[config.mk]
export PLATFORM = sky130hd
export DESIGN_NAME = md_unit_flat
export DESIGN_NICKNAME = d
export VERILOG_FILES = /design/src/rtl/md_unit_if.sv /design/src/rtl/md_unit.sv /design/src/flat_wrapper.sv
export SDC_FILE = /design/constraint.sdc
export NUM_CORES = 1
export LEC_CHECK = 0
export BUFFER_PORTS_ARGS = -buffer_cell sky130_fd_sc_hd__buf_2
export CAP_MARGIN = 20
export CORE_ASPECT_RATIO = 0.8
export CORE_UTILIZATION = 48
export DETAILED_ROUTE_END_ITERATION = 6
export MAX_ROUTING_LAYER = met4
export PLACE_DENSITY = 0.67
export SETUP_SLACK_MARGIN = 0.5
export SYNTH_ARGS = -nofsm -noshare
export SYNTH_HDL_FRONTEND = slang
export SYNTH_SLANG_ARGS = --single-unit
[constraint.sdc]
create_clock -name clk -period 3.7 [get_ports clk]
set_input_delay 0.74 -clock clk [delete_from_list [all_inputs] [get_ports clk]]
set_output_delay 0.74 -clock clk [all_outputs]
set_load 0.05 [all_outputs]
[src/rtl/md_unit_if.sv]
// Request/response bundle between the EX stage and md_unit.
// Carries div0 only when MD_DIV0_FLAG_EN is defined.
interface md_unit_if #(
  parameter int WIDTH = 32
);
  logic             start;
  logic [2:0]       md_op;
  logic [WIDTH-1:0] a;
  logic [WIDTH-1:0] b;
  logic             flush;
  logic             busy;
  logic             done;
  logic [WIDTH-1:0] hi;
  logic [WIDTH-1:0] lo;
`ifdef MD_DIV0_FLAG_EN
  logic             div0;

  modport master (output start, md_op, a, b, flush,
                  input  busy, done, hi, lo, div0);
  modport slave  (input  start, md_op, a, b, flush,
                  output busy, done, hi, lo, div0);
`else
  modport master (output start, md_op, a, b, flush,
                  input  busy, done, hi, lo);
  modport slave  (input  start, md_op, a, b, flush,
                  output busy, done, hi, lo);
`endif
endinterface

[src/rtl/md_unit.sv]
// Multi-cycle multiply/divide unit with private HI/LO (radix-2 shift-add / restoring divide).
// Optional feature macro: MD_DIV0_FLAG_EN adds the one-cycle div0 pulse on zero-divisor accept.
module md_unit #(
  parameter int WIDTH = 32
) (
  input logic     clk,
  input logic     rst,
  md_unit_if.slave md
);
  localparam int CW = $clog2(WIDTH);

  typedef enum logic [1:0] {IDLE, CALC, FIX} state_t;

  state_t             state, nxt;
  logic [CW-1:0]      cnt;
  logic [2*WIDTH-1:0] p;
  logic [WIDTH-1:0]   d;
  logic               is_div, neg_q, neg_r, dz;
  logic [WIDTH-1:0]   hi_q, lo_q;
  logic               done_q;

  logic op_arith, op_signed, op_div;
  logic accept, mt_hi, mt_lo, last;
  logic [WIDTH-1:0] ua, ub;

  always_comb begin
    op_arith  = (md.md_op >= 3'd1) && (md.md_op <= 3'd4);
    op_signed = (md.md_op == 3'd1) || (md.md_op == 3'd3);
    op_div    = (md.md_op == 3'd3) || (md.md_op == 3'd4);
    ua = (op_signed && md.a[WIDTH-1]) ? -md.a : md.a;
    ub = (op_signed && md.b[WIDTH-1]) ? -md.b : md.b;
    last = (cnt == CW'(WIDTH-1));
  end

  always_ff @(posedge clk) begin
    if (rst) state <= IDLE;
    else     state <= nxt;
  end

  always_comb begin
    nxt = state;
    case (state)
      IDLE:    if (md.start && !md.flush && op_arith) nxt = CALC;
      CALC:    if (md.flush) nxt = IDLE;
               else if (last) nxt = FIX;
      FIX:     nxt = IDLE;
      default: nxt = IDLE;
    endcase
  end

  always_comb begin
    md.busy = (state != IDLE);
    accept  = (state == IDLE) && md.start && !md.flush && op_arith;
    mt_hi   = (state == IDLE) && md.start && !md.flush && (md.md_op == 3'd5);
    mt_lo   = (state == IDLE) && md.start && !md.flush && (md.md_op == 3'd6);
  end

  // One radix-2 step for each datapath; p holds {acc,multiplier} or {remainder,quotient}.
  logic [WIDTH:0]     sum, sh;
  logic [WIDTH-1:0]   diffw, rem_n;
  logic               ge;
  logic [2*WIDTH-1:0] mul_next, div_next, prod;
  logic [WIDTH-1:0]   qv, rv, hi_res, lo_res;

  always_comb begin
    sum      = {1'b0, p[2*WIDTH-1:WIDTH]} + (p[0] ? {1'b0, d} : '0);
    mul_next = {sum, p[WIDTH-1:1]};
    sh       = {p[2*WIDTH-1:WIDTH], p[WIDTH-1]};
    ge       = (sh >= {1'b0, d});
    diffw    = sh[WIDTH-1:0] - d;
    rem_n    = ge ? diffw : sh[WIDTH-1:0];
    div_next = {rem_n, p[WIDTH-2:0], ge};

    prod = neg_q ? -p : p;
    qv   = p[WIDTH-1:0];
    rv   = p[2*WIDTH-1:WIDTH];
    if (is_div) begin
      // With a zero divisor the remainder path has shifted in |a|, so sign-fixing restores raw a.
      lo_res = dz ? '1 : (neg_q ? -qv : qv);
      hi_res = neg_r ? -rv : rv;
    end else begin
      lo_res = prod[WIDTH-1:0];
      hi_res = prod[2*WIDTH-1:WIDTH];
    end
  end

  always_ff @(posedge clk) begin
    if (rst) begin
      hi_q   <= '0;
      lo_q   <= '0;
      done_q <= 1'b0;
      p      <= '0;
      d      <= '0;
      cnt    <= '0;
      is_div <= 1'b0;
      neg_q  <= 1'b0;
      neg_r  <= 1'b0;
      dz     <= 1'b0;
    end else begin
      done_q <= 1'b0;
      case (state)
        IDLE: begin
          if (accept) begin
            p      <= op_div ? {{WIDTH{1'b0}}, ua} : {{WIDTH{1'b0}}, ub};
            d      <= op_div ? ub : ua;
            cnt    <= '0;
            is_div <= op_div;
            neg_q  <= op_signed && (md.a[WIDTH-1] ^ md.b[WIDTH-1]);
            neg_r  <= op_signed && md.a[WIDTH-1];
            dz     <= op_div && (md.b == '0);
          end else if (mt_hi) begin
            hi_q <= md.a;
          end else if (mt_lo) begin
            lo_q <= md.a;
          end
        end
        CALC: begin
          p   <= is_div ? div_next : mul_next;
          cnt <= cnt + 1'b1;
        end
        FIX: begin
          if (!md.flush) begin
            hi_q   <= hi_res;
            lo_q   <= lo_res;
            done_q <= 1'b1;
          end
        end
        default: ;
      endcase
    end
  end

  assign md.hi   = hi_q;
  assign md.lo   = lo_q;
  assign md.done = done_q;

`ifdef MD_DIV0_FLAG_EN
  logic div0_q;
  always_ff @(posedge clk) begin
    if (rst) div0_q <= 1'b0;
    else     div0_q <= accept && op_div && (md.b == '0);
  end
  assign md.div0 = div0_q;
`endif
endmodule

[src/flat_wrapper.sv]
// flat-port wrapper written by rule: the top's interface ports become plain ports
module md_unit_flat 
#(
  parameter int WIDTH = 32
)
  (clk, rst, md_start, md_md_op, md_a, md_b, md_flush, md_busy, md_done, md_hi, md_lo);
  md_unit_if #(.WIDTH(WIDTH)) md_i ();
  input logic clk;
  input logic rst;
  input wire logic [$bits(md_i.start)-1:0] md_start;
  input wire logic [$bits(md_i.md_op)-1:0] md_md_op;
  input wire logic [$bits(md_i.a)-1:0] md_a;
  input wire logic [$bits(md_i.b)-1:0] md_b;
  input wire logic [$bits(md_i.flush)-1:0] md_flush;
  output wire logic [$bits(md_i.busy)-1:0] md_busy;
  output wire logic [$bits(md_i.done)-1:0] md_done;
  output wire logic [$bits(md_i.hi)-1:0] md_hi;
  output wire logic [$bits(md_i.lo)-1:0] md_lo;
  assign md_i.start = md_start;
  assign md_i.md_op = md_md_op;
  assign md_i.a = md_a;
  assign md_i.b = md_b;
  assign md_i.flush = md_flush;
  assign md_busy = md_i.busy;
  assign md_done = md_i.done;
  assign md_hi = md_i.hi;
  assign md_lo = md_i.lo;
  md_unit #(.WIDTH(WIDTH)) u_core (.clk(clk), .rst(rst), .md(md_i));
endmodule
==> qor.csv, run 1 <==
metric,value,unit
max_stage_delay,0.64,ns
hold_path.class,flop to flop,
die_x,199,um
routed_wl,66300,um
cp_max_fo,14,
hpwl,52300,um
clk_latency,0.45,ns
path_class,flop to flop,
cp.required,4.01,ns
path_clk_slew,0.07,ns
hold_viol,0,
cts_buffers,17,
vias,17200,
crit_slowest_cell,dfxtp_1,
power.total,5810,uW
start_util,49.1,%
viasPerCell,6.60,
power_leakage,0.00704,uW
synth-async-reset-ratio,0,%
crit_family,compound AO/OA/AOI/OAI gates,
yosys.cell_types.count,81,
finalCriticalPeriod,3.20,ns
final_max_slew_viol_count,0,
arrival,3.51,ns
max_slew_margin,45.7,%
fin_crit_sh,86.5,%
netlist_instances,2058,
finalWorstSetupSlack,0.498,ns
pwr_density_cell,337,nW/um^2
setup_viol,0,
vdd_ir_drop_max,0.352,mV
drv_cap,0,
area_growth,15.2,%
whs,0.448,ns
fp.dieH,160,um
avgSynthCellArea,7.28,sq um
cts_max_path_buffers,2,
met3RoutedLength,9920,um
drcViolationCount,0,
h-tree-depth,4,
synthesis.nets,2201,
ys_warn_count,0,
dp_slack,0.187,ns
wl_met1,30500,um
yosysSeqAreaShare,23.0,%
first_iter_violations,2200,
fin_nets,2320,
first_pass_iters,6,
cts_root_buf,clkbuf_16,
portBuffers,136,
worst_pin_slew,0.809,ns
fill_cells,2979,
path_cells,ha_1 > a21o_1 > nor3_1 > a21oi_1 > o31ai_2 > buf_4 > a21boi_0 > mux2i_1 > a221oi_1,
grt_usage,41.6,%
drt.antenna.violating_nets,0,
mostFrequentLayoutCell,nor2_1,
clock_sinks,172,
setup_tns,0,ns
dieArea,31900,sq um
rsz0062_at_grt,yes,
synth_ff_type,dfxtp_1,
final_layout_size_suffix_gt1_share,16.0,%
grt_pass1_vias,14800,
synth_edf_count,0,
ys_ff_latch,172,
instances_no_fill,2603,
rows,57,
crit_path_end_kind,flop,
synth_area,15000,sq um
antenna_found_initial,0,
cts_hold_buf,0,
cts_tree,built,
highest_layer,met4,
core_region_area,30500,sq um
cp-start-kind,flop,
dp_cells,2566,
place_congestion,1.02,
crit_buf_inv,1,
clock.fmax,0.312,GHz
status,"complete, no violations",
routedWlPerCell,25.5,um
wl_met2,24700,um
grt_overflow,0,
layout_common_cells,"205 x nor2_1, 204 x nand2_1, 202 x a21oi_1",
grt_pass1_wl,95400,um
clock_skew,0.0118,ns
ios,137,
grt_max_degree,75,
[synth_stat cells, types with 49 or more instances]
cell type	instances	area, sq um
xor2_1	75	657
a211oi_1	62	465
a21oi_1	205	1030
o21ai_0	133	666
nor2_1	207	777
nand2_1	204	766
nand3_1	49	245
dfxtp_1	172	3440
ha_1	70	876
mux2i_1	52	521
clkbuf_1	129	484
xnor2_1	88	771
inv_1	69	259
[through the flow]
step	cell area, sq um	utilization [%]
2_1_floorplan	15000	-
3_3_place_gp	16500	54.0
3_5_place_dp	16500	54.0
4_1_cts	17100	55.9
5_1_grt	17200	56.5
6_report	17200	56.5
[final cells by class]
type / instances / area (sq um) / area share (%)
clock inverter: 12 / 103 / 0.595
tap: 413 / 517 / 3.00
multi-input combinational: 1672 / 10900 / 63.3
timing repair buffer: 245 / 1550 / 8.97
inverter: 69 / 262 / 1.52
antenna: 1 / 2.50 / 0.0145
sequential: 172 / 3450 / 20.0
clock buffer: 19 / 453 / 2.63
[where the power goes]
part | switching [uW] | leakage (uW) | total (uW) | internal, uW
registers | 79.8 | 0.00139 | 1990 | 1910
clock network | 888 | 0.000274 | 1800 | 914
logic | 1330 | 0.00537 | 2020 | 683
[final timing paths]
path               startpoint          endpoint  slack (ns)  depth (start not counted)
max              u_core.p[55]      u_core.p[63]        0.50                          9
min          u_core.md.lo[27]  u_core.md.lo[27]        0.45                          2
max reg2reg      u_core.p[55]      u_core.p[63]        0.50                          9
min reg2reg  u_core.md.lo[27]  u_core.md.lo[27]        0.45                          2
[layer usage]
metal / global-route usage, % / vias up
met5: - / -
met4: 8.92 / 0
met3: 13.6 / 72
met2: 51.0 / 1097
met1: 63.4 / 8192
li1: - / 7808
[flip-flops by register name, indices dropped and copies added (netlist names), 2 cells and up]
register	cells
u_core.cnt	5
u_core.p	64
u_core.state	2
u_core.md.lo	32
u_core.md.hi	32
u_core.d	32
[cell families after synthesis]
| family | count (synthesis) | share of synthesized area, % |
|---|---|---|
| AOI/OAI and AO/OA | 697 | 30.5 |
| and+or+nand+nor | 685 | 21.7 |
| buffers and inverters | 214 | 5.46 |
| DFF | 172 | 23.0 |
| xor gates and xnor gates | 163 | 9.53 |
| adders and majority gates | 72 | 6.12 |
| muxes | 55 | 3.70 |
[tightest hold or removal path, cell delays in order, from the launching register on]
cell	delay (ns)
dfxtp_1	0.31
nand2_1	0.05
a21oi_1	0.05
[repair_timing]
| action | 4_1_cts | 5_1_grt |
|---|---|---|
| pin swaps | 0 | 5 |
| gates resized for setup | 11 | 37 |
| buffers inserted | 0 | 3 |
| endpoints found under the setup margin | 7 | 26 |
Power figures use the tool's default switching activity.
==> inputs of run 2 (changes only) <==
--- a/config.mk
+++ b/config.mk
@@ -7,11 +7,13 @@
 export LEC_CHECK = 0
 export BUFFER_PORTS_ARGS = -buffer_cell sky130_fd_sc_hd__buf_2
 export CAP_MARGIN = 20
+export CELL_PAD_IN_SITES_DETAIL_PLACEMENT = 1
+export CELL_PAD_IN_SITES_GLOBAL_PLACEMENT = 1
 export CORE_ASPECT_RATIO = 0.8
-export CORE_UTILIZATION = 48
+export CORE_UTILIZATION = 45
 export DETAILED_ROUTE_END_ITERATION = 6
 export MAX_ROUTING_LAYER = met4
-export PLACE_DENSITY = 0.67
+export PLACE_DENSITY_LB_ADDON = 0.1
 export SETUP_SLACK_MARGIN = 0.5
 export SYNTH_ARGS = -nofsm -noshare
 export SYNTH_HDL_FRONTEND = slang
==> run 2 against run 1 <==
- global-route usage rose by 1.8 points
- count of clock-buffer cells in the layout down 2
- cell count up 1.9%
- sequential cell count stayed put
- first-iteration DRC count grew 13%
- cell area up 4.9%
- setup slack got worse by 0.14 ns
- die area up 6.6%
- via count rose by 4.9%
- largest power group unchanged
- highest routed layer unchanged
==> qor.csv, run 2 (same netlist as run 1, synthesis figures left out) <==
metric,value,unit
status,"complete, no violations",
largest_register_ffs,64,
whs,0.456,ns
dp_cells,2591,
layout_common_cells,"204 x nand2_1, 192 x a21oi_1, 190 x nor2_1",
path_class,flop to flop,
crit_buf_inv,4,
finalWorstSetupSlack,0.358,ns
final_layout_size_suffix_gt1_share,20.0,%
cp_max_fo,8,
clock_sinks,172,
grt_usage,43.4,%
first_iter_violations,2481,
rows,59,
fill_cells,4140,
clock_skew,0.0160,ns
drcViolationCount,0,
rr_startpoint,u_core.p[0],
fin_crit_sh,90.3,%
pwr_density_cell,345,nW/um^2
grt_overflow,0,
die_x,206,um
routedWlPerCell,28.3,um
path_clk_slew,0.08,ns
clk_latency,0.47,ns
cts_max_path_buffers,2,
wl_met1,33400,um
dp_slack,0.129,ns
hold_viol,0,
grt_max_degree,75,
reg2reg_to,u_core.p[60],
place_congestion,1.10,
core_region_area,32600,sq um
path_cells,clkinvlp_4 > buf_6 > buf_6 > nor2_1 > ha_4 > a21o_1 > a31oi_4 > o211a_4 > o22ai_2 > buf_6 > o41ai_4 > mux2i_2 > a32o_1,
critPathMostFrequentCell,buf_6,
cts_hold_buf,0,
first_pass_iters,6,
cp.required,4.12,ns
min_to,u_core.d[12],
worst_pin_slew,0.911,ns
final_max_slew_viol_count,0,
viasPerCell,6.79,
max_slew_margin,39.1,%
worst_r2r_path_depth,13,
portBuffers,136,
vias,18000,
drt.antenna.violating_nets,0,
highest_layer,met4,
setup_viol,0,
hold_path.class,flop to flop,
dieArea,34000,sq um
arrival,3.76,ns
start_util,45.9,%
met3RoutedLength,10600,um
vdd_ir_drop_max,0.321,mV
h-tree-depth,4,
ios,137,
wl_met2,29200,um
hold_start,u_core.d[12],
fp.dieH,165,um
r2r_slack,0.36,ns
cts_tree,built,
crit_slowest_cell,o41ai_4,
top_register,u_core.p,
cts_root_buf,clkbuf_16,
routed_wl,75200,um
area_growth,20.8,%
crit_path_end_kind,flop,
grt_pass1_wl,106000,um
crit_family,compound AO/OA/AOI/OAI gates,
drv_cap,0,
antenna_found_initial,2,
setup_tns,0,ns
rsz0062_at_grt,yes,
fin_nets,2352,
power_leakage,0.00725,uW
hpwl,57300,um
cts_buffers,17,
worstSetupStartpoint,u_core.p[0],
cp-start-kind,flop,
mostFrequentLayoutCell,nand2_1,
clock.fmax,0.299,GHz
max_stage_delay,0.40,ns
min_path_cells,2,
finalCriticalPeriod,3.34,ns
instances_no_fill,2652,
grt_pass1_vias,16300,
## run 2: cell types whose count changed in the layout (fill, tap and decap cells not counted), sizes merged
| cell | change |
|---|---|
| buf | +32 |
| bufinv | +4 |
| clkbuf | -2 |
| clkinv | -1 |
| clkinvlp | +2 |
| diode | +2 |
| inv | -2 |
## run 2: how the worst max path moves through the flow
stage / to / slack (ns) / depth (start not counted)
2_1_floorplan: u_core.p[60] / 0.63 / 13
3_3_place_gp: u_core.p[60] / 0.23 / 12
3_5_place_dp: u_core.p[60] / 0.13 / 12
4_1_cts: u_core.p[60] / 0.45 / 13
5_1_grt: u_core.p[60] / 0.35 / 14
6_report: u_core.p[60] / 0.36 / 13
## run 2: cell type report
class	instances	area [sq um]	share of cell area, %
Antenna cell	3	7.51	0.0415
Clock inverter	15	206	1.14
Sequential cell	172	3450	19.1
Timing Repair Buffer	277	1800	9.95
Tap cell	427	534	2.95
Multi-Input combinational cell	1672	11400	63.0
Clock buffer	17	425	2.35
Inverter	69	263	1.45
## run 2: report_power, final
| group | total (uW) | switching [uW] | internal, uW |
|---|---|---|---|
| Sequential | 2000 | 85.5 | 1910 |
| Clock | 2040 | 895 | 1140 |
| Combinational | 2200 | 1450 | 754 |
## run 2: worst register-to-register path, cell delays in order (launching register included)
cell and delay [ns]:
dfxtp_2 0.36, clkinvlp_4 0.24, buf_6 0.21, buf_6 0.14, nor2_1 0.21, ha_4 0.26
a21o_1 0.21, a31oi_4 0.24, o211a_4 0.23, o22ai_2 0.09, buf_6 0.16, o41ai_4 0.40
mux2i_2 0.33, a32o_1 0.20
## run 2: repair_timing
action,in CTS,in global routing
resized for setup,45,108
gates cloned,0,0
endpoints found under the hold margin,0,0
setup endpoints to repair,20,35
buffers inserted,10,16
pin swaps,6,31
## run 2: per-stage QoR
step / power, uW / util [%] / cell area, sq um
6_report: 6240 / 55.5 / 18100
5_1_grt: 6380 / 55.5 / 18100
4_1_cts: 5970 / 53.4 / 17400
3_5_place_dp: 3940 / 50.8 / 16600
3_3_place_gp: 3890 / 50.8 / 16600
2_1_floorplan: 3150 / - / 15000
## run 2: layer usage
layer  vias up  track usage (%)
met1      8896             62.7
met5         -                -
met4         0             11.0
met3       140             14.7
met2      1097             55.9
li1       7878                -
